## src/rtl/mem_arbiter.sv

```systemverilog
// mem_arbiter: two-master (instruction fetch / data load-store) arbiter in front of a
// single-outstanding memory port.
//
// Ports
//   clk, rst                      clock, synchronous active-high reset
//   inst_req/addr/cancel          fetch request (read only) and flush
//   inst_ack/done/rdata           fetch accept, completion pulse, read data
//   data_req/addr/wen/wdata       load/store request (wen == 0 means read)
//   data_ack/done/rdata           load/store accept, completion pulse, load data
//   mem_req/addr/wen/wdata        memory request, held with stable fields until mem_gnt
//   mem_gnt, mem_rvalid, mem_rdata memory accept and read return
//   busy                          high whenever the FSM is not idle
//
// Data normally wins; after STARVE_LIMIT consecutive data grants made while a fetch was
// waiting, the fetch wins the next contended arbitration.
module mem_arbiter #(
    parameter int unsigned STARVE_LIMIT = 4
) (
    input  logic        clk,
    input  logic        rst,
    input  logic        inst_req,
    input  logic [31:0] inst_addr,
    input  logic        inst_cancel,
    output logic        inst_ack,
    output logic        inst_done,
    output logic [31:0] inst_rdata,
    input  logic        data_req,
    input  logic [31:0] data_addr,
    input  logic [3:0]  data_wen,
    input  logic [31:0] data_wdata,
    output logic        data_ack,
    output logic        data_done,
    output logic [31:0] data_rdata,
    output logic        mem_req,
    output logic [31:0] mem_addr,
    output logic [3:0]  mem_wen,
    output logic [31:0] mem_wdata,
    input  logic        mem_gnt,
    input  logic        mem_rvalid,
    input  logic [31:0] mem_rdata,
    output logic        busy
);

    typedef enum logic [1:0] {StIdle, StIssue, StWaitR, StResp} state_e;

    localparam logic [3:0] StarveMax = 4'(STARVE_LIMIT);

    state_e      state_q, state_d;
    logic        owner_inst_q, owner_inst_d;
    logic        cancel_q, cancel_d;
    logic [3:0]  starve_q, starve_d;
    logic [31:0] addr_q, addr_d;
    logic [3:0]  wen_q, wen_d;
    logic [31:0] wdata_q, wdata_d;
    logic [31:0] inst_rdata_q, inst_rdata_d;
    logic [31:0] data_rdata_q, data_rdata_d;

    logic grant_inst, grant_data;

    // A fetch flushed in the same cycle is not eligible; data is then free to win.
    always_comb begin
        grant_inst = inst_req & ~inst_cancel & (~data_req | (starve_q == StarveMax));
        grant_data = data_req & ~grant_inst;
    end

    always_comb begin
        state_d      = state_q;
        owner_inst_d = owner_inst_q;
        cancel_d     = cancel_q;
        starve_d     = starve_q;
        addr_d       = addr_q;
        wen_d        = wen_q;
        wdata_d      = wdata_q;
        inst_rdata_d = inst_rdata_q;
        data_rdata_d = data_rdata_q;
        inst_ack     = 1'b0;
        data_ack     = 1'b0;
        inst_done    = 1'b0;
        data_done    = 1'b0;
        mem_req      = 1'b0;
        busy         = (state_q != StIdle);

        // Remember a flush of our own fetch anywhere after acceptance.
        if (state_q != StIdle && owner_inst_q && inst_cancel) begin
            cancel_d = 1'b1;
        end

        unique case (state_q)
            StIdle: begin
                if (grant_inst) begin
                    inst_ack     = 1'b1;
                    owner_inst_d = 1'b1;
                    cancel_d     = 1'b0;
                    addr_d       = inst_addr;
                    wen_d        = 4'b0000;
                    wdata_d      = 32'h0;
                    starve_d     = 4'd0;
                    state_d      = StIssue;
                end else if (grant_data) begin
                    data_ack     = 1'b1;
                    owner_inst_d = 1'b0;
                    cancel_d     = 1'b0;
                    addr_d       = data_addr;
                    wen_d        = data_wen;
                    wdata_d      = data_wdata;
                    if (inst_req && starve_q != StarveMax) begin
                        starve_d = starve_q + 4'd1;
                    end
                    state_d      = StIssue;
                end
            end
            StIssue: begin
                mem_req = 1'b1;
                if (mem_gnt) begin
                    state_d = (wen_q != 4'b0000) ? StResp : StWaitR;
                end
            end
            StWaitR: begin
                if (mem_rvalid) begin
                    if (owner_inst_q) begin
                        inst_rdata_d = mem_rdata;
                    end else begin
                        data_rdata_d = mem_rdata;
                    end
                    state_d = StResp;
                end
            end
            StResp: begin
                if (owner_inst_q) begin
                    inst_done = ~cancel_q & ~inst_cancel;
                end else begin
                    data_done = 1'b1;
                end
                state_d = StIdle;
            end
            default: state_d = StIdle;
        endcase

        // Handshakes are suppressed during the reset cycle itself, not just after it.
        if (rst) begin
            inst_ack  = 1'b0;
            data_ack  = 1'b0;
            inst_done = 1'b0;
            data_done = 1'b0;
            mem_req   = 1'b0;
            busy      = 1'b0;
        end
    end

    always_ff @(posedge clk) begin
        if (rst) begin
            state_q      <= StIdle;
            owner_inst_q <= 1'b0;
            cancel_q     <= 1'b0;
            starve_q     <= 4'd0;
            addr_q       <= 32'h0;
            wen_q        <= 4'b0000;
            wdata_q      <= 32'h0;
            inst_rdata_q <= 32'h0;
            data_rdata_q <= 32'h0;
        end else begin
            state_q      <= state_d;
            owner_inst_q <= owner_inst_d;
            cancel_q     <= cancel_d;
            starve_q     <= starve_d;
            addr_q       <= addr_d;
            wen_q        <= wen_d;
            wdata_q      <= wdata_d;
            inst_rdata_q <= inst_rdata_d;
            data_rdata_q <= data_rdata_d;
        end
    end

    assign mem_addr   = addr_q;
    assign mem_wen    = wen_q;
    assign mem_wdata  = wdata_q;
    assign inst_rdata = inst_rdata_q;
    assign data_rdata = data_rdata_q;

endmodule

```

## config.mk

```make
export PLATFORM = sky130hd
export DESIGN_NAME = mem_arbiter
export DESIGN_NICKNAME = d
export VERILOG_FILES = /design/src/rtl/mem_arbiter.sv
export SDC_FILE = /design/constraint.sdc
export NUM_CORES = 1
export LEC_CHECK = 0
export ABC_AREA = 1
export BUFFER_PORTS_ARGS = -buffer_cell sky130_fd_sc_hd__buf_4
export CAP_MARGIN = 20
export CORE_MARGIN = 2
export CORE_UTILIZATION = 49
export DETAILED_ROUTE_END_ITERATION = 16
export GPL_TIMING_DRIVEN = 0
export PLACE_DENSITY = 0.85
export SLEW_MARGIN = 20
export SYNTH_ARGS = -nofsm -noshare
export SYNTH_HDL_FRONTEND = slang
export SYNTH_SLANG_ARGS = --single-unit
```

## constraint.sdc

```tcl
create_clock -name clk -period 3.8 [get_ports clk]
set_clock_uncertainty 0.15 [all_clocks]
set_input_delay 0.38 -clock clk [delete_from_list [all_inputs] [get_ports clk]]
set_output_delay 0.38 -clock clk [all_outputs]
set_load 0.005 [all_outputs]
```

### Word-level counts from Yosys, hierarchy flattened

Index checks and enable logic that the tools add are counted.

* bits in registers: 140
* input bits: 139
* output and inout port bits: 138
* word-level logic and storage cells: 78

* add/sub/neg operators: 1
* equal/unequal tests: 8
* multiplexer cells: 37
* bitwise operators: 10
* reduce and logical (&&, ||, !) cells: 13

Operators with widths (number)
* 32-bit two-way mux: 4
* 1-bit two-way mux: 23
* 4-bit two-way mux: 5
* 3-bit AND reduction: 4
* 2-bit two-way mux: 4
* 2-bit one-hot mux with 4 select lines: 1
* 2-bit nonzero test: 3
* 1-bit NOT: 5
* 4-bit by 1-bit adder with 4-bit output, second input constant: 1
* 1-bit bitwise AND: 4
* 2-bit equality test, second input constant: 2
* 4-bit by 3-bit equality test with 1-bit output, second input constant: 1
* 2-bit != test, second input constant: 2
* 4-bit by 3-bit != test with 1-bit output, second input constant: 1
* 4-bit nonzero test: 1
* 1-bit logical AND: 3
* 3-bit != test, second input constant: 1
* 2-bit by 1-bit equality test with 1-bit output, second input constant: 1
* 2-bit logical NOT: 1
* 2-bit AND reduction: 1
* 1-bit OR: 1

### Longest topological paths before layout

Gate-level depths: netlist (run 1).

* depth in word-level cells: 9
* depth in mapped cells: 10
* gate-level depth less buffers: 9

### Worst setup path before layout (run 1)

Ideal clock, no wire load.

* path kind: register -> output
* start: reg starve_q[0]
* end: out inst_ack
* arrival: 1.275 ns
* data required time: 3.270 ns
* setup slack: 1.995 ns
* stages on the path, launching flop included: 9
* path buffers: 2
* cell sequence: dfxtp_1 inv_1 ha_1 nand3_1 nand2_1 nand2_1 buf_4 buf_6 nor3_1

* longest elaborated chain between the ends: 6

Ends and longest elaborated chain
* start, declared: line 51 `logic [3:0] starve_q, starve_d;`
* start signal, assigned: line 165 `starve_q <= starve_d;`
* 4-bit by 3-bit equality test with 1-bit output: line 62 `grant_inst = inst_req & ~inst_cancel & (~data_req | (starve_q == StarveMax));`
* 1-bit OR: line 62
* 1-bit bitwise AND: line 62
* 1-bit two-way mux: line 90 `if (grant_inst) begin`
* 1-bit two-way mux: line 88 `unique case (state_q)`
* 1-bit two-way mux: line 140 `if (rst) begin`
* end, declared: line 24 `output logic inst_ack,`

Every way passes these cells.

### Final worst setup path (run 1)

* start: reg starve_q[0]
* end: out data_ack

* longest elaborated chain between the ends: 9

Ends and longest elaborated chain
* 4-bit by 3-bit equality test with 1-bit output *: line 62
* 1-bit OR *: line 62
* 1-bit bitwise AND *: line 62
* 1-bit NOT: line 63 `grant_data = data_req & ~grant_inst;`
* 1-bit bitwise AND: line 63
* 1-bit two-way mux: line 99 `end else if (grant_data) begin`
* 1-bit two-way mux *: line 90
* 1-bit two-way mux *: line 88
* 1-bit two-way mux *: line 140
* end, declared: line 31 `output logic data_ack,`

Every way passes the cells marked *; elsewhere a longest branch is shown, timed or not.

==> results of run 1 <==
-- through the flow --
step | setup slack, ps | area, um^2 | hold WS, ps
finish | 1189 | 8491 | 10.23
global route | 1075 | 8491 | 3.192
CTS | 1165 | 8491 | 0.2870
detailed placement | 1630 | 7756 | 291.5
global placement | 1646 | 7756 | 288.4
floorplan | 1995 | 5517 | 290.6
-- critical path: cells and delay by family (launching register included) --
| kind | cells | cell delay, ps |
|---|---|---|
| simple gates | 5 | 750 |
| flops | 1 | 360 |
| buf+inv | 3 | 360 |
| fa+ha+maj | 1 | 190 |
-- power breakdown --
group          internal (uW)  total [uW]  leakage (uW)  switching (uW)
clock network            929        1610      0.000270             683
registers               1750        1920       0.00114             163
logic                    630        1310       0.00292             678
total                   3310        4840       0.00433            1520
-- state kept, by name, indices dropped and copies added, names as in the netlist --
signal and count:
state_q 2, mem_wdata 32, inst_rdata 32, cancel_q 1
starve_q 4, mem_addr 32, mem_wen 4, owner_inst_q 1
data_rdata 32
-- cell usage after synthesis, types with 3 or more instances --
cell type,number,share of area [%]
a21oi_1,38,3.4
buf_1,5,0.34
buf_2,15,1.4
buf_4,4,0.54
buf_6,4,0.82
clkbuf_1,17,1.2
dfxtp_1,140,51
ha_1,6,1.4
inv_1,52,3.5
nand2_1,261,18
nand3_1,40,3.6
nor2_1,106,7.2
nor3_1,3,0.27
o21ai_0,36,3.3
o21ai_1,31,2.8
-- cells in the final DEF (no fill, tap or decap) --
cell           netlist  routed
inv_2                2       2
o211ai_1             1       1
a211oi_1             1       1
nand2_2              2       2
a21oi_4              1       1
clkbuf_1            17      17
nor2_2               2       2
nand2_1            261     261
clkinvlp_4           0       4
nor2_8               1       1
nor2_1             106     106
nand3_1             40      40
clkinv_2             0       1
nor3_1               3       3
inv_6                0       5
inv_1               52      52
o21ai_1             31      31
buf_6                4       4
bufinv_16            0       1
clkbuf_8             0       1
o21ai_0             36      36
buf_4                4     279
xor2_1               1       1
buf_1                5       5
buf_2               15      15
ha_1                 6       6
clkbuf_16            0      17
a21oi_1             38      38
dlygate4sd3_1        0      16
clkinv_4             0       3
dfxtp_1            140     140
-- cells by family (layout without fill, tap and decap cells) --
group           after synthesis  in the layout
compound gates              108            108
fa+ha+maj                     6              6
simple gates                415            415
xor+xnor                      1              1
buf+inv                      99            422
flops                       140            140
-- final cells by class --
type	count	area (um^2)	share of cell area (%)
Clock inverter	14	135.1	1.592
Timing Repair Buffer	291	2225	26.20
Multi-Input combinational cell	530	2278	26.83
Tap cell	140	175.2	2.063
Buffer	45	232.7	2.741
Clock buffer	18	439.2	5.172
Inverter	54	202.7	2.387
Sequential cell	140	2803	33.01
-- per-layer routing --
metal	share of wire [%]	GRT usage [%]
met1	36	29.85
met2	51	55.13
met3	9.8	11.88
met4	3.0	11.61
met5	0	0
-- path summary, 6_finish.rpt --
kind,from,end,cells after the start
max reg2reg,state_q[0],data_rdata[12],8
max,starve_q[0],data_ack,9
min reg2reg,mem_wdata[8],mem_wdata[8],2
min,data_wdata[5],mem_wdata[5],3
==> results.json, run 1 <==
{
  "status": "finished clean",
  "cts_setup_buffers": 0,
  "worst_ep_required_time_ps": 3270,
  "dp.cells": 1184,
  "start_kind": "flip-flop",
  "port_buffers": 275,
  "ctsResizeCount": 0,
  "clockRootBuffer": "clkbuf_16",
  "synth-simple-area-share_pct": 29.69,
  "io_pins": 277,
  "clk_latency_ps": 410,
  "wirelength_um": 18840,
  "arrival_ps": 2080,
  "synth_area_per_cell_um2": 7.174,
  "row_count": 38,
  "drc": 0,
  "synth_cell_types": 23,
  "gp_congestion": 0.7918,
  "synth_seq_cells": 140,
  "drt-pass1-iter-count": 7,
  "diodes": 0,
  "nets": 1224,
  "numCtsBuffers": 17,
  "cpPeakStageDelay_ps": 360,
  "setup_viol": 0,
  "track_usage_pct": 29.85,
  "yosys_warnings": 0,
  "fin_cells": 1232,
  "cts_tree": "done",
  "synth_compound_area_share_pct": 10.09,
  "synthMuxAreaShare_pct": 0,
  "max_freq_mhz": 383.1,
  "hp-class": "input pin to flip-flop",
  "grt_max_degree": 17,
  "via_per_inst": 4.931,
  "drive_gt1_share_pct": 30.95,
  "clk_pin_slew_worst_paths_ps": 70,
  "rsz0062_at_grt": "false",
  "hold_viol": 0,
  "ir_drop_v": 0.0004653,
  "initial_core_util_pct": 50.45,
  "power_density_nw_per_um2": 569.5,
  "routedWlPerCell_um": 15.29,
  "leakage_uw": 0.004332,
  "yosysSeqAreaShare_pct": 50.81,
  "die_w_um": 110.1,
  "max_cap_viol_count": 0,
  "syn_nets": 914,
  "critical_path.slowest_cell": "dfxtp_1",
  "hold_buffers": 16,
  "worst-path-max-fanout": 10,
  "utilization_pct": 77.64,
  "synth_top_family_by_area": "simple AND/OR/NAND/NOR gates",
  "grt_pass1_wl_um": 27610,
  "synth_enable_flop_cells": 0,
  "finalCritPeriodShare_pct": 68.70,
  "async_reset_ff_share_pct": 0,
  "worst_slew_pin_slew_ps": 520.4,
  "syn_inst": 769,
  "critical_path.cell_chain": "inv_1, ha_1, nand3_1, nand2_1, nand2_1, nand2_2, nor2_8, buf_6, buf_4",
  "fin_total_pwr_uw": 4836,
  "area_delta_synth_final_pct": 53.91,
  "die_area_um2": 12120,
  "netlist_area_um2": 5517,
  "synth_ff_type": "dfxtp_1",
  "tns_ps": 0,
  "end_kind": "primary output",
  "reg2reg_slack_ps": 1830,
  "vias": 6075,
  "htree_num_levels": 4,
  "maxSlewViolCount": 0,
  "synth_fa_ha_area_share_pct": 1.361,
  "clock_sinks": 140,
  "clock_path_buffers": 2,
  "synth_xor_area_share_pct": 0.1588,
  "antenna_left": 0,
  "place_hpwl_um": 13200,
  "core-area_um2": 10940,
  "crit_type": "flip-flop to primary output",
  "period_needed_ps": 2611,
  "n_fill_cell": 808,
  "path_common_cell": "nand2_1",
  "grt_pass1_vias": 5620,
  "die_y_um": 110.1,
  "slew_headroom_pct": 65.31,
  "antenna_found_initial": 0,
  "grt_overflow": 0,
  "first_iter_violations": 377
}
Note: power is estimated with default switching activity, not from simulation.
==> run 2, diff against run 1 <==
- ABC_AREA: 1 -> 0
- CORE_UTILIZATION: 49 -> 45
- PLACE_DENSITY: 0.85 -> 0.8
- clock period: 3.8 -> 2.65 ns (I/O delays scaled with it)
==> results.json, run 2 <==
{
  "combPwrFrac_pct": 26.9,
  "routedWlPerCell_um": 18.68,
  "period_needed_ps": 2461,
  "antenna_found_initial": 0,
  "drive_gt1_share_pct": 35.60,
  "first_iter_violations": 458,
  "setup_ws_ps": 189.2,
  "die_y_um": 112.0,
  "fin_cells": 1115,
  "timing.rr.start": "starve_q[0]",
  "antenna_left": 0,
  "switching_share_pct": 29.03,
  "grt_max_degree": 17,
  "hold_path.startpoint": "inst_addr[27]",
  "crit_type": "flip-flop to flip-flop",
  "drt-pass1-iter-count": 5,
  "hold-worst-slack_ps": 4.253,
  "synthMuxAreaShare_pct": 6.485,
  "rsz0062_at_grt": "false",
  "cts_tree": "done",
  "synth_enable_flop_cells": 0,
  "synth_top_family_by_area": "compound AO/OA/AOI/OAI gates",
  "track_usage_pct": 31.34,
  "syn_inst": 537,
  "internal_power_uw": 4927,
  "p_clk_share_pct": 34.8,
  "status": "finished clean",
  "yosysTopAreaCell": "dfxtp_1",
  "worst-path-max-fanout": 10,
  "gp_congestion": 0.8883,
  "grt_pass1_vias": 6142,
  "worst_ep_required_time_ps": 2780,
  "via_per_inst": 5.267,
  "end_kind": "flip-flop",
  "n_fill_cell": 636,
  "synth_cell_types": 38,
  "finalCritPeriodShare_pct": 92.86,
  "wirelength_um": 20830,
  "core-area_um2": 11420,
  "row_count": 39,
  "synth_compound_area_share_pct": 21.29,
  "start_kind": "flip-flop",
  "yosysSeqAreaShare_pct": 53.41,
  "netlist_area_um2": 5248,
  "hp-class": "input pin to flip-flop",
  "synth_common_cells": "dfxtp_1, nand2_1, a21oi_1",
  "async_reset_ff_share_pct": 0,
  "synth_seq_cells": 140,
  "numCtsBuffers": 17,
  "slew_headroom_pct": 63.68,
  "clockRootBuffer": "clkbuf_16",
  "leakage_uw": 0.004081,
  "yosys_warnings": 0,
  "port_buffers": 276,
  "startpoint": "starve_q[0]",
  "p_seq_share_pct": 38.4,
  "mostFrequentLayoutCell": "buf_4",
  "drc": 0,
  "htree_num_levels": 4,
  "arrival_ps": 2590,
  "clk_latency_ps": 410,
  "final_cell_area_um2": 9375,
  "io_pins": 277,
  "synth-simple-area-share_pct": 12.57,
  "ir_drop_v": 0.0004632,
  "initial_core_util_pct": 45.96,
  "max_freq_mhz": 406.4,
  "post-synth-top-count-cell": "dfxtp_1",
  "hold_viol": 0,
  "setup_viol": 0,
  "clk_pin_slew_worst_paths_ps": 60,
  "synth_fa_ha_area_share_pct": 1.431,
  "reg2reg_slack_ps": 190,
  "clock_path_buffers": 2,
  "placed_area_um2": 7498,
  "maxSlewViolCount": 0,
  "tns_ps": 0,
  "place_hpwl_um": 12500,
  "place_ws_ps": 628.7,
  "power_density_nw_per_um2": 740.4,
  "die_area_um2": 12540,
  "grt_overflow": 0,
  "final_cell_mix": "buf_4, dfxtp_1, nand2_1",
  "nets": 1105,
  "dp.cells": 956,
  "max_cap_viol_count": 0,
  "worst_slew_pin_slew_ps": 544.8,
  "grt_pass1_wl_um": 31030,
  "p_sw_uw": 2015,
  "vias": 5873,
  "netlist.area_leader.share_pct": 53.41,
  "synth_xor_area_share_pct": 0,
  "ys_top_cells_by_area": "dfxtp_1, nand2_1, a21oi_1, mux2i_1, a22o_1",
  "synth_area_per_cell_um2": 9.772,
  "clock_sinks": 140,
  "syn_nets": 682,
  "area_delta_synth_final_pct": 78.66,
  "diodes": 0,
  "synth_ff_type": "dfxtp_1",
  "die_w_um": 112.0
}
run 2: cell types whose count changed after synthesis, sizes merged, moves of 4 or more:
cell,delta
nand2,-129
nor2,-103
o21ai,-61
inv,-48
nand3,-37
a22o,+36
mux2i,+34
a21oi,+32
o2bb2ai,+32
buf,-5
nor2b,+4
run 2: cell families (layout without fill, tap and decap cells):
kind of cell | after synthesis | count (layout)
adder cells (fa/ha/maj) | 6 | 6
buffers and inverters | 46 | 481
flip-flops | 140 | 140
multiplexers | 34 | 34
AND/OR/NAND/NOR | 159 | 159
AO/OA/AOI/OAI | 152 | 152
run 2: power by group through the flow:
stage | registers (uW) | clock network (uW) | logic, uW
finish | 2660 | 2410 | 1860
global route | 2690 | 2530 | 1980
detailed placement | 2660 | 0 | 1610
global placement | 2650 | 0 | 1570
floorplan | 2660 | 0 | 728
CTS | 2620 | 2420 | 1770
run 2: worst paths after layout:
| kind | endpoint | cells after the start |
|---|---|---|
| setup reg to reg | mem_addr[8] | 8 |
| setup / recovery | mem_addr[8] | 8 |
| hold reg to reg | inst_rdata[22] | 2 |
| hold / removal | mem_addr[27] | 3 |
run 2: worst max-delay path, cell delays in order (launching register included):
cell and delay, ps:
dfxtp_1 340, inv_1 90, ha_1 190, nand3b_4 120, a21oi_4 310, buf_8 210, mux2i_1 220, dlygate4sd3_1 620
o2bb2ai_1 90
run 2: routing by layer:
metal	GRT usage, %	wire, um
met3	8.710	1714
met2	56.24	10430
met5	0	0
met4	17.32	1062
met1	33.13	7619
run 2: repair_timing:
action / 4_1_cts / 5_1_grt
buffers inserted: 0 / 3
gates resized for setup: 0 / 1
hold buffers: 122 / 3
hold endpoints to repair: 128 / 2
endpoints found under the setup margin: 0 / 4
run 2: layout make-up:
| type | count | area (um^2) | area share, % |
|---|---|---|---|
| multi-input cells | 351 | 2195 | 23.41 |
| repair buffers | 404 | 3346 | 35.69 |
| clock buffers | 21 | 460.4 | 4.911 |
| inverters | 6 | 22.52 | 0.2402 |
| plain buffers | 40 | 230.2 | 2.456 |
| flip-flops and latches | 140 | 2803 | 29.89 |
| well taps | 143 | 178.9 | 1.908 |
| clock inverters | 10 | 140.1 | 1.495 |
run 2: through the flow:
stage,utilization (%),total power (uW)
floorplan,-,3385
global placement,65.67,4216
detailed placement,65.67,4271
CTS,81.62,6814
global route,82.11,7198
finish,82.11,6942
==> run 3, diff against run 2 <==
- CTS_BUF_LIST: default -> sky130_fd_sc_hd__clkbuf_16
==> results.json, run 3 (same netlist as run 2, synthesis figures left out) <==
{
  "status": "finished clean",
  "ir_drop_v": 0.0004588,
  "p_seq_share_pct": 38.8,
  "cts_tree": "done",
  "drive_gt1_share_pct": 35.43,
  "p_clk_share_pct": 34.1,
  "p_sw_uw": 2006,
  "drt-pass1-iter-count": 8,
  "n_fill_cell": 644,
  "fin_total_pwr_uw": 6865,
  "hold_viol": 0,
  "rsz0062_at_grt": "false",
  "hold_path.startpoint": "data_addr[22]",
  "wirelength_um": 20760,
  "gp_congestion": 0.8883,
  "maxSlewViolCount": 0,
  "antenna_left": 0,
  "diodes": 0,
  "grt_pass1_wl_um": 30860,
  "internal_power_uw": 4859,
  "vias": 5889,
  "start_kind": "flip-flop",
  "clockRootBuffer": "clkbuf_16",
  "antenna_found_initial": 0,
  "initial_core_util_pct": 45.96,
  "io_pins": 277,
  "timing.rr.start": "starve_q[0]",
  "drc": 0,
  "clock_sinks": 140,
  "nets": 1104,
  "worst_slew_pin_slew_ps": 547.5,
  "setup_viol": 0,
  "rr_worst_depth": 8,
  "core-area_um2": 11420,
  "tns_ps": 0,
  "hold_end": "mem_addr[22]",
  "track_usage_pct": 31.21,
  "clk_pin_slew_worst_paths_ps": 60,
  "min_path_cells": 3,
  "mostFrequentLayoutCell": "buf_4",
  "place_hpwl_um": 12500,
  "max_cap_viol_count": 0,
  "grt_pass1_vias": 6112,
  "end_kind": "flip-flop",
  "max_freq_mhz": 399.3,
  "worst_ep_required_time_ps": 2750,
  "die_area_um2": 12540,
  "port_buffers": 276,
  "finalCritPeriodShare_pct": 94.51,
  "grt_overflow": 0,
  "hp-class": "input pin to flip-flop",
  "power_density_nw_per_um2": 734.6,
  "period_needed_ps": 2504,
  "routedWlPerCell_um": 18.63,
  "first_iter_violations": 438,
  "die_w_um": 112.0,
  "combPwrFrac_pct": 27.1,
  "htree_num_levels": 4,
  "hold-worst-slack_ps": 16.75,
  "reg2reg_slack_ps": 150,
  "leakage_uw": 0.004074,
  "arrival_ps": 2610,
  "row_count": 39,
  "die_y_um": 112.0,
  "crit_type": "flip-flop to flip-flop",
  "clock_path_buffers": 2,
  "via_per_inst": 5.286,
  "slew_headroom_pct": 63.50,
  "worst-path-max-fanout": 10,
  "reg2reg_to": "mem_addr[14]",
  "numCtsBuffers": 17,
  "switching_share_pct": 29.22,
  "grt_max_degree": 17,
  "clk_latency_ps": 410,
  "area_delta_synth_final_pct": 78.09,
  "final_cell_mix": "buf_4, dfxtp_1, nand2_1"
}
[run 3: how the worst max path moves through the flow]
stage,from,end,slack [ps],depth (start not counted)
floorplan,starve_q[0],inst_ack,930,6
global placement,starve_q[0],inst_ack,680,7
detailed placement,state_q[0],data_ack,630,8
CTS,state_q[1],data_ack,180,8
global route,state_q[0],data_ack,40,8
finish,starve_q[0],mem_addr[14],150,8
[run 3: area by class of cell]
type	count	area [um^2]	share of cell area, %
Buffer	40	230.2	2.464
Clock buffer	17	425.4	4.552
Clock inverter	14	155.1	1.660
Inverter	6	22.52	0.2410
Multi-Input combinational cell	351	2195	23.48
Sequential cell	140	2803	29.99
Tap cell	143	178.9	1.915
Timing Repair Buffer	403	3336	35.69
[run 3: per-layer routing]
layer,wire (um),vias up,GRT usage [%]
met4,1027,0,16.67
met1,7587,2747,32.79
li1,-,2719,-
met5,0,-,0
met3,1628,80,8.601
met2,10510,343,56.57
[run 3: through the flow]
stage,cell area (um^2),instances,util [%],worst slack (ps)
floorplan,5248,537,-,926.4
global placement,7498,956,65.67,675.1
detailed placement,7498,956,65.67,628.7
CTS,9300,1109,81.45,183.2
global route,9345,1114,81.84,44.20
finish,9345,1114,81.84,145.5
[run 3: critical path: stages (launching register included)]
cell	delay (ps)
dfxtp_1	340
inv_1	90
ha_1	190
nand3b_4	120
a21oi_4	310
buf_8	200
mux2i_1	200
dlygate4sd3_1	620
o2bb2ai_1	120
[run 3: what timing repair did]
action,CTS,global route
hold buffers,122,2
hold endpoints to repair,128,1
buffers inserted,0,3
setup endpoints to repair,0,4
resized for setup,0,1
[run 3: power groups by stage]
stage	Sequential (uW)	Combinational (uW)	Clock [uW]
floorplan	2660	728	0
global placement	2650	1570	0
detailed placement	2660	1610	0
CTS	2620	1770	2350
global route	2690	1980	2460
finish	2660	1860	2340
